$ cat config.mk
export PLATFORM = sky130hd
export DESIGN_NAME = luma_frame_ctrl
export DESIGN_NICKNAME = d
export VERILOG_FILES = /design/src/rtl/luma_pkg.sv /design/src/rtl/luma_edge_det.sv /design/src/rtl/luma_frame_ctrl.sv
export SDC_FILE = /design/constraint.sdc
export NUM_CORES = 1
export LEC_CHECK = 0
export BUFFER_PORTS_ARGS = -buffer_cell sky130_fd_sc_hd__buf_2
export CORE_MARGIN = 2
export CORE_UTILIZATION = 49
export CTS_BUF_LIST = sky130_fd_sc_hd__clkbuf_8
export CTS_CLUSTER_DIAMETER = 120
export DETAILED_ROUTE_END_ITERATION = 7
export PLACE_DENSITY_LB_ADDON = 0.1
export SLEW_MARGIN = 30
export SYNTH_ARGS = -nofsm -noshare
export SYNTH_HDL_FRONTEND = slang
export SYNTH_SLANG_ARGS = --single-unit
$ cat constraint.sdc
create_clock -name clk -period 2.45 [get_ports clk]
set_input_delay 0.3675 -clock clk [delete_from_list [all_inputs] [get_ports clk]]
set_output_delay 0.3675 -clock clk [all_outputs]
set_load 0.02 [all_outputs]
$ cat src/rtl/luma_pkg.sv
// Shared types and constants for the luma frame-structure controller.
package luma_pkg;

    typedef enum logic [1:0] {
        ST_SEEK   = 2'd0,
        ST_FWAIT  = 2'd1,
        ST_LINE   = 2'd2,
        ST_HBLANK = 2'd3
    } luma_state_e;

    localparam int ERR_LEN  = 0;
    localparam int ERR_SYNC = 1;
    localparam int ERR_OVF  = 2;

    localparam int LUMA_MAX_W = 2048;
    localparam int LUMA_MAX_H = 2048;

endpackage

$ cat src/rtl/luma_edge_det.sv
// Registered rise/fall detector: compares the live input with its value one cycle earlier.
module luma_edge_det (
    input  logic clk,
    input  logic rst,
    input  logic sig_i,
    output logic rise_o,
    output logic fall_o
);

    logic sig_q;

    always_ff @(posedge clk) begin
        if (rst) begin
            sig_q <= 1'b0;
        end else begin
            sig_q <= sig_i;
        end
    end

    assign rise_o = sig_i & ~sig_q;
    assign fall_o = ~sig_i & sig_q;

endmodule

$ cat src/rtl/luma_frame_ctrl.sv
// Frame-structure controller: tracks dv/hs/vs, numbers pixels, measures frame size,
// gates an ROI and flags malformed frames. One registered stage, latency 1.
module luma_frame_ctrl
    import luma_pkg::*;
#(
    parameter int  MAX_W = LUMA_MAX_W,
    parameter int  MAX_H = LUMA_MAX_H,
    localparam int XW    = $clog2(MAX_W),
    localparam int YW    = $clog2(MAX_H)
) (
    input  logic          clk,
    input  logic          rst,
    input  logic [7:0]    y_i,
    input  logic          dv_i,
    input  logic          hs_i,
    input  logic          vs_i,
    input  logic [XW-1:0] roi_x0_i,
    input  logic [XW-1:0] roi_x1_i,
    input  logic [YW-1:0] roi_y0_i,
    input  logic [YW-1:0] roi_y1_i,
    output logic [7:0]    y_o,
    output logic          dv_o,
    output logic          hs_o,
    output logic          vs_o,
    output logic [XW-1:0] x_o,
    output logic [YW-1:0] row_o,
    output logic          roi_o,
    output logic          sof_o,
    output logic          eol_o,
    output logic          eof_o,
    output logic [XW:0]   width_o,
    output logic [YW:0]   height_o,
    output logic          meas_valid_o,
    output logic [2:0]    err_o,
    output logic [1:0]    dbg_state_o
);

    localparam logic [1:0] S_SEEK   = 2'(ST_SEEK);
    localparam logic [1:0] S_FWAIT  = 2'(ST_FWAIT);
    localparam logic [1:0] S_LINE   = 2'(ST_LINE);
    localparam logic [1:0] S_HBLANK = 2'(ST_HBLANK);

    localparam logic [XW:0]   CNT_SAT  = (XW+1)'(MAX_W);
    localparam logic [YW:0]   LINE_SAT = (YW+1)'(MAX_H);
    localparam logic [XW-1:0] X_LAST   = XW'(MAX_W - 1);
    localparam logic [YW-1:0] Y_LAST   = YW'(MAX_H - 1);

    logic dv_rise, dv_fall, vs_rise, unused_vs_fall;

    luma_edge_det u_dv_edge (
        .clk    (clk),
        .rst    (rst),
        .sig_i  (dv_i),
        .rise_o (dv_rise),
        .fall_o (dv_fall)
    );

    luma_edge_det u_vs_edge (
        .clk    (clk),
        .rst    (rst),
        .sig_i  (vs_i),
        .rise_o (vs_rise),
        .fall_o (unused_vs_fall)
    );

    logic [1:0]    state_q, state_d;
    logic [XW:0]   cnt_q, cnt_d;       // pixels seen in the current line, saturating at MAX_W
    logic [YW:0]   lines_q, lines_d;   // completed lines in the current frame
    logic [XW:0]   fw_q, fw_d;         // length of the first line of the frame
    logic [XW-1:0] rx0_q, rx1_q;
    logic [YW-1:0] ry0_q, ry1_q;
    logic [2:0]    err_q, err_d;
    logic [XW:0]   width_q, width_d;
    logic [YW:0]   height_q, height_d;
    logic          meas_q, meas_d;

    logic [7:0]    yo_q;
    logic          dvo_q, hso_q, vso_q, roio_q, sof_q, eol_q, eof_q;
    logic [XW-1:0] xo_q;
    logic [YW-1:0] rowo_q;

    logic          in_frame, pix, line_end, roi_hit;
    logic          ev_len, ev_sync, ev_ovf;
    logic [XW-1:0] col;
    logic [YW-1:0] row;

    always_comb begin
        in_frame = (state_q != S_SEEK);
        // vs_rise overrides dv: a pixel or line end on that cycle belongs to no frame
        pix      = !vs_rise && dv_i &&
                   ((state_q == S_LINE) ||
                    (((state_q == S_FWAIT) || (state_q == S_HBLANK)) && dv_rise));
        line_end = !vs_rise && (state_q == S_LINE) && dv_fall;

        col = '0;
        if (state_q == S_LINE) begin
            col = (cnt_q >= CNT_SAT) ? X_LAST : cnt_q[XW-1:0];
        end
        row = (lines_q >= LINE_SAT) ? Y_LAST : lines_q[YW-1:0];

        roi_hit = pix && (col >= rx0_q) && (col <= rx1_q) &&
                  (row >= ry0_q) && (row <= ry1_q);

        ev_len  = line_end && (lines_q != '0) && (cnt_q != fw_q);
        ev_sync = vs_rise && dv_i;
        ev_ovf  = (pix && (state_q == S_LINE) && (cnt_q == CNT_SAT)) ||
                  (line_end && (lines_q == LINE_SAT));
    end

    always_comb begin
        state_d  = state_q;
        cnt_d    = cnt_q;
        lines_d  = lines_q;
        fw_d     = fw_q;
        err_d    = err_q;
        width_d  = width_q;
        height_d = height_q;
        meas_d   = meas_q;

        err_d[ERR_LEN]  = err_q[ERR_LEN]  | ev_len;
        err_d[ERR_SYNC] = err_q[ERR_SYNC] | ev_sync;
        err_d[ERR_OVF]  = err_q[ERR_OVF]  | ev_ovf;

        if (pix) begin
            if (state_q != S_LINE) begin
                cnt_d = {{XW{1'b0}}, 1'b1};
            end else if (cnt_q != CNT_SAT) begin
                cnt_d = cnt_q + 1'b1;
            end
        end

        if (line_end) begin
            if (lines_q != LINE_SAT) begin
                lines_d = lines_q + 1'b1;
            end
            if (lines_q == '0) begin
                fw_d = cnt_q;
            end
        end

        case (state_q)
            S_FWAIT:  if (dv_rise) state_d = S_LINE;
            S_LINE:   if (dv_fall) state_d = S_HBLANK;
            S_HBLANK: if (dv_rise) state_d = S_LINE;
            default:  state_d = state_q;
        endcase

        if (vs_rise) begin
            state_d = S_FWAIT;
            cnt_d   = '0;
            lines_d = '0;
            fw_d    = '0;
            err_d   = {ev_ovf, ev_sync, ev_len};
            if (in_frame) begin
                width_d  = fw_q;
                height_d = lines_q;
                meas_d   = 1'b1;
            end
        end
    end

    always_ff @(posedge clk) begin
        if (rst) begin
            state_q  <= S_SEEK;
            cnt_q    <= '0;
            lines_q  <= '0;
            fw_q     <= '0;
            rx0_q    <= '0;
            rx1_q    <= '0;
            ry0_q    <= '0;
            ry1_q    <= '0;
            err_q    <= '0;
            width_q  <= '0;
            height_q <= '0;
            meas_q   <= 1'b0;
            yo_q     <= '0;
            dvo_q    <= 1'b0;
            hso_q    <= 1'b0;
            vso_q    <= 1'b0;
            xo_q     <= '0;
            rowo_q   <= '0;
            roio_q   <= 1'b0;
            sof_q    <= 1'b0;
            eol_q    <= 1'b0;
            eof_q    <= 1'b0;
        end else begin
            state_q  <= state_d;
            cnt_q    <= cnt_d;
            lines_q  <= lines_d;
            fw_q     <= fw_d;
            err_q    <= err_d;
            width_q  <= width_d;
            height_q <= height_d;
            meas_q   <= meas_d;
            if (vs_rise) begin
                rx0_q <= roi_x0_i;
                rx1_q <= roi_x1_i;
                ry0_q <= roi_y0_i;
                ry1_q <= roi_y1_i;
            end
            yo_q   <= y_i;
            hso_q  <= hs_i;
            vso_q  <= vs_i;
            dvo_q  <= pix;
            roio_q <= roi_hit;
            if (pix) begin
                xo_q   <= col;
                rowo_q <= row;
            end
            sof_q <= vs_rise;
            eof_q <= vs_rise && in_frame;
            eol_q <= line_end;
        end
    end

    assign y_o          = yo_q;
    assign dv_o         = dvo_q;
    assign hs_o         = hso_q;
    assign vs_o         = vso_q;
    assign x_o          = xo_q;
    assign row_o        = rowo_q;
    assign roi_o        = roio_q;
    assign sof_o        = sof_q;
    assign eol_o        = eol_q;
    assign eof_o        = eof_q;
    assign width_o      = width_q;
    assign height_o     = height_q;
    assign meas_valid_o = meas_q;
    assign err_o        = err_q;
    assign dbg_state_o  = state_q;

endmodule

# After elaboration in Yosys (flattened, before gate mapping)
# Cells that the tools add are included.
dict set report word_totals {
  ff_bits 148
  elab_cells 98
}
dict set report op_classes {
  n_addsub 2
  order_cmp 6
  eq_ne 13
  mux 10
  bitwise 9
  reduce_logical 34
}
# op n
set op_table {}
lappend op_table {{2-to-1 mux 11 bit} 3}
lappend op_table {{adder 12 x 1 -> 12 bit, second input constant} 2}
lappend op_table {{equality test 12 bit, second input constant} 2}
lappend op_table {{greater-or-equal comparator 12 bit, second input constant} 2}
lappend op_table {{2-to-1 mux 12 bit} 2}
lappend op_table {{inequality test 12 bit, second input constant} 2}
lappend op_table {{greater-or-equal comparator 11 bit} 2}
lappend op_table {{less-or-equal comparator 11 bit} 2}
lappend op_table {{logical AND 1 bit} 16}
lappend op_table {{zero test 12 bit} 1}
lappend op_table {{inequality test 12 bit} 1}
lappend op_table {{nonzero test 12 bit} 1}
lappend op_table {{AND reduction 2 bit} 4}
lappend op_table {{AND reduction 3 bit} 2}
lappend op_table {{nonzero test 2 bit} 3}
lappend op_table {{equality test 2 bit, second input constant} 2}
lappend op_table {{2-to-1 mux 2 bit} 2}
lappend op_table {{inequality test 2 bit, second input constant} 2}
lappend op_table {{one-hot mux 2 bit (2 select lines)} 1}
lappend op_table {{OR reduction 2 bit} 2}
lappend op_table {{AND 1 bit} 3}
lappend op_table {{logical OR 1 bit} 3}
lappend op_table {{2-to-1 mux 3 bit} 1}
lappend op_table {{inequality test 3 x 1 -> 1 bit, second input constant} 1}
lappend op_table {{other kinds (8)} 12}

# Longest topological paths before layout
dict set report depth {
  depth_word 10
  ltp_mapped 10
}

# Cells and area by module
# From an unflattened synthesis, not the netlist that was laid out.
dict set report hier_totals {
  cells_unflattened 784
  area_unflattened_um2 6790.3
}
# mod n_inst cells_per_inst area_per_inst_um2 seq_area_each_um2
set by_module_without_submodules {}
lappend by_module_without_submodules {luma_frame_ctrl 1 776 6712.7 2942.8}
lappend by_module_without_submodules {luma_edge_det 2 4 38.8 20.0}

# Worst setup path after synthesis
# Ideal clock, no wire load.
dict set report synth_path {
  path_kind {register to register}
  from {register state_q[0] (netlist: dbg_state_o[0])}
  to {register roio_q (netlist: roi_o)}
  arrival_time_ps 2346
  required_time_ps 2363
  setup_slack_ps 17
  path_stages_with_launch 9
  path_cell_list {dfxtp_1 -> nand2b_1 -> clkbuf_1 -> nor2_1 -> ha_1 -> nand4_1 -> or4_1 -> o211ai_1 -> nor4b_4}
}
# element line_no
set synth_lines {}
lappend synth_lines {{start, declared} luma_frame_ctrl.sv:66} ;# logic [1:0] state_q, state_d;
lappend synth_lines {{start signal, assigned} luma_frame_ctrl.sv:187} ;# state_q <= state_d;
lappend synth_lines {{equality test 2 bit (*)} luma_frame_ctrl.sv:96} ;# if (state_q == S_LINE) begin
lappend synth_lines {{2-to-1 mux 11 bit (*)} luma_frame_ctrl.sv:96}
lappend synth_lines {{net col[9]} luma_frame_ctrl.sv:84} ;# logic [XW-1:0] col;
lappend synth_lines {{greater-or-equal comparator 11 bit} luma_frame_ctrl.sv:101} ;# roi_hit = pix && (col >= rx0_q) && (col <= rx1_q) &&
lappend synth_lines {{logical AND 1 bit} luma_frame_ctrl.sv:101}
lappend synth_lines {{logical AND 1 bit (*) (2 in a row)} luma_frame_ctrl.sv:101}
lappend synth_lines {{logical AND 1 bit (*)} luma_frame_ctrl.sv:102} ;# (row >= ry0_q) && (row <= ry1_q);
lappend synth_lines {{end signal, assigned} luma_frame_ctrl.sv:205} ;# roio_q <= roi_hit;
lappend synth_lines {{end, declared} luma_frame_ctrl.sv:78} ;# logic dvo_q, hso_q, vso_q, roio_q, sof_q, eol_q, eof_q;
# Mark *: on every way through the listed nets, which the timed path passes. The rest lies on a longest branch.
# A chain may end at the register's enable or synchronous reset.

# Worst setup path in the final report
dict set report layout_path {
  from {register state_q[0] (netlist: dbg_state_o[0])}
  to {register roio_q (netlist: roi_o)}
}
dict set report layout_via {
  elab_chain_len 9
}
# element line_no
set layout_lines {}
lappend layout_lines {{branches (longest 6 deep; another with greater-or-equal comparator 11 bit)} --}
lappend layout_lines {{logical AND 1 bit (*) (2 in a row)} luma_frame_ctrl.sv:101}
lappend layout_lines {{logical AND 1 bit (*)} luma_frame_ctrl.sv:102}
# Mark *: on every way between the ends.

==> results.sh <==
export IMPL_outcome="completed"
export IMPL_worstPathRequired_ns=2.82
export IMPL_die_w_um=119.8
export IMPL_tritoncts="yes"
export IMPL_gp_congestion=0.8374
export IMPL_worstMarginPinSlew_ns=0.5646
export IMPL_drive_gt1_share_pct=21.72
export IMPL_first_global_vias=5422
export IMPL_synth_avg_cell_area_um2=8.471
export IMPL_grt_pass1_wl_um=25690
export IMPL_fin_ws_ns=0.1867
export IMPL_drc=0
export IMPL_crit_start="dbg_state_o[0]"
export IMPL_synthArstFlopShare_pct=0
export IMPL_drv_cap=0
export IMPL_cts_sinks=148
export IMPL_grt_max_degree=47
export IMPL_die_h_um=119.8
export IMPL_reg2reg_depth=10
export IMPL_coreArea_um2=13140
export IMPL_finalClockSkew_ns=0.006460
export IMPL_cts_clk_slew_worst_paths_ns=0.08
export IMPL_io_pins=124
export IMPL_critPathMaxFanout=8
export IMPL_fmax_mhz=441.8
export IMPL_hold_end="ry1_q[5]"
export IMPL_clock_latency_ns=0.45
export IMPL_numCtsBuffers=17
export IMPL_power_mw=4.907
export IMPL_p_per_area_nw_per_um2=627.3
export IMPL_finalSetupTns_ns=0
export IMPL_drtIter0Drc=309
export IMPL_wl_um=15440
export IMPL_multiInputGateArea_um2=3248
export IMPL_r2r_end="roi_o"
export IMPL_cp_end_kind="flip-flop"
export IMPL_globalRouteTotalUtil_pct=22.50
export IMPL_finish_utilization_pct=59.54
export IMPL_antenna_found_initial=0
export IMPL_wl_per_cell_um=14.26
export IMPL_dp_hpwl_um=11790
export IMPL_dp_cells=1051
export IMPL_fin_nets=998
export IMPL_dr_pass1_iters=4
export IMPL_setup_viol=0
export IMPL_wl_met1_um=6869
export IMPL_yosys_cell_types_count=56
export IMPL_h_tree_depth=4
export IMPL_max_clock_path_buffers=2
export IMPL_die_area_um2=14340
export IMPL_ys_seq_area_share_pct=45.13
export IMPL_seqCellArea_um2=2963
export IMPL_num_rows=42
export IMPL_final_max_slew_viol_count=0
export IMPL_syn_area_um2=6565
export IMPL_p_leak_nw=3.430
export IMPL_hold_viol=0
export IMPL_synthFlopType="dfxtp_1"
export IMPL_post_route_period_util_pct=92.38
export IMPL_start_util_pct=49.97
export IMPL_synth_edf_count=0
export IMPL_layout_cells_non_filler=1083
export IMPL_cts_root_buf="clkbuf_8"
export IMPL_synthesis_nets=879
export IMPL_ant_nets=0
export IMPL_antenna_cells=0
export IMPL_fillers=1232
export IMPL_critPathArrivalTime_ns=2.63
export IMPL_finalCriticalPeriod_ns=2.263
export IMPL_crit_type="reg2reg"
export IMPL_synthCells=775
export IMPL_vias=5545
export IMPL_relSlewSlack_pct=62.04
export IMPL_startpoint_type="flip-flop"
export IMPL_overflow=0
export IMPL_via_per_inst=5.120
export IMPL_dp_slack_ns=0.08355
export IMPL_min_from="roi_y1_i[5]"
export IMPL_r2r_setup_slack_ns=0.19
export IMPL_top_layer="met4"
export IMPL_cts_hold_buf=0
export IMPL_portBuffers=123
export IMPL_hp_class="in2reg"
export IMPL_peakVddDrop_mv=0.3137
export IMPL_syn_to_final_growth_pct=19.15
export IMPL_synth_warnings=0
export IMPL_ys_seq_elements=148
export IMPL_timing_rr_start="dbg_state_o[0]"
export IMPL_wl_met3_um=704
export IMPL_rsz0062_at_grt="false"
export IMPL_hold_depth=3
export IMPL_wl_met2_um=7527
-- sequential cells by signal, summed over array words and instances, names as in the netlist, 8 cells and up, named ones only --
register,count
cnt_q,12
y_o,8
ry1_q,11
lines_q,12
rx0_q,11
width_o,12
height_o,12
x_o,11
row_o,11
fw_q,12
ry0_q,11
rx1_q,11
-- cells in the final DEF (no fill, tap or decap), types with 3 or more instances in the layout --
cell type	Yosys	routed
a21o_1	4	4
xor2_1	19	19
ha_1	47	47
dfxtp_1	148	148
nand3_1	12	12
nand2_1	99	99
nand4_1	10	10
nor2_4	2	3
a22o_1	5	5
a211oi_1	6	6
xnor2_1	9	9
clkinv_2	0	4
nor2_1	100	99
nand2b_1	5	3
bufinv_16	0	4
a21oi_1	44	44
inv_1	51	55
nor4_1	6	6
or2_2	11	11
or3_1	7	7
nor3_1	15	15
a22oi_1	10	10
nor2b_1	18	16
o21ai_0	54	54
buf_2	3	123
mux2i_1	13	13
clkbuf_8	0	18
a31oi_1	4	4
buf_4	1	19
-- per-stage QoR --
step | instance area, µm² | hold slack (ns)
finish | 7823 | 0.1064
global route | 7823 | 0.09703
CTS | 7810 | 0.07778
detailed placement | 7392 | 0.4435
global placement | 7392 | 0.4422
floorplan | 6565 | 0.4466
-- critical path, stage by stage, from the launching register on --
cell and delay (ns):
dfxtp_1 0.31, buf_4 0.16, nor2b_2 0.16, o21ai_0 0.16
ha_1 0.30, nand2b_1 0.10, a21o_1 0.12, a21oi_1 0.05
or4_1 0.49, o211ai_1 0.11, nor4b_4 0.21
-- synthesized netlist by cell type, types with 2 or more instances --
cell | count | share of area (%)
clkbuf_1 | 37 | 2.1
nor2b_1 | 18 | 1.7
and4b_1 | 2 | 0.30
buf_2 | 3 | 0.23
ha_1 | 47 | 9.0
xnor2_1 | 9 | 1.2
and2_1 | 2 | 0.19
nor2_4 | 2 | 0.34
a21o_1 | 4 | 0.46
a22o_1 | 5 | 0.67
or2_2 | 11 | 1.0
nand2_1 | 99 | 5.7
dfxtp_1 | 148 | 45
a22oi_1 | 10 | 1.1
nand3_1 | 12 | 0.91
o21ai_0 | 54 | 4.1
nand2b_1 | 5 | 0.48
nor4_1 | 6 | 0.57
nor3b_1 | 2 | 0.23
nor2_1 | 100 | 5.7
inv_1 | 51 | 2.9
a21oi_1 | 44 | 3.4
a31oi_1 | 4 | 0.38
xor2_1 | 19 | 2.5
nand4_1 | 10 | 0.95
mux2i_1 | 13 | 2.0
a211oi_1 | 6 | 0.69
o21ai_1 | 2 | 0.15
and3_1 | 2 | 0.19
nor3_1 | 15 | 1.1
or3_1 | 7 | 0.67
o22a_1 | 2 | 0.27
-- final cells by class --
cell class                 count  share of cell area (%)
clock buffer                  18                   3.167
clock inverter                14                   2.175
inverter                      52                   2.495
multi-input combinational    532                   41.52
sequential                   148                   37.88
tap                          176                   2.815
timing repair buffer         143                   9.949
-- report_power, final --
group	total (mW)	leakage [nW]	switching, mW	internal (mW)
Combinational	0.420	2.00	0.260	0.160
Sequential	2.50	1.20	0.0254	2.48
Clock	1.99	0.223	0.873	1.11
Total	4.91	3.43	1.16	3.75
-- worst max-delay path by stage --
stage,endpoint,slack [ns],cells after the start
after floorplan,roi_o,0.02,8
after global placement,roi_o,0.14,8
after detailed placement,roi_o,0.08,8
after CTS,roi_o,0.04,8
after global routing,roi_o,0.02,10
final,roi_o,0.19,10
-- metal layers --
layer / vias to the layer above / track usage [%]
met4: 0 / 9.485
met3: 26 / 4.515
met5: - / 0
met1: 2567 / 27.70
li1: 2830 / -
met2: 122 / 38.36
-- what timing repair did --
item,4_1_cts,5_1_grt
buffers inserted,0,0
resized for setup,0,4
setup endpoints to repair,0,1
-- kinds of logic after synthesis --
| logic type | Yosys count | share of synthesized area, % |
|---|---|---|
| buffers and inverters | 95 | 5.660 |
| XOR/XNOR | 28 | 3.736 |
| adder cells (fa/ha/maj) | 48 | 9.110 |
| AO/OA/AOI/OAI | 137 | 11.97 |
| AND/OR/NAND/NOR | 306 | 22.41 |
| multiplexers | 13 | 1.982 |
| flip-flops | 148 | 45.13 |
No activity file was read; power rests on OpenSTA's default activity.
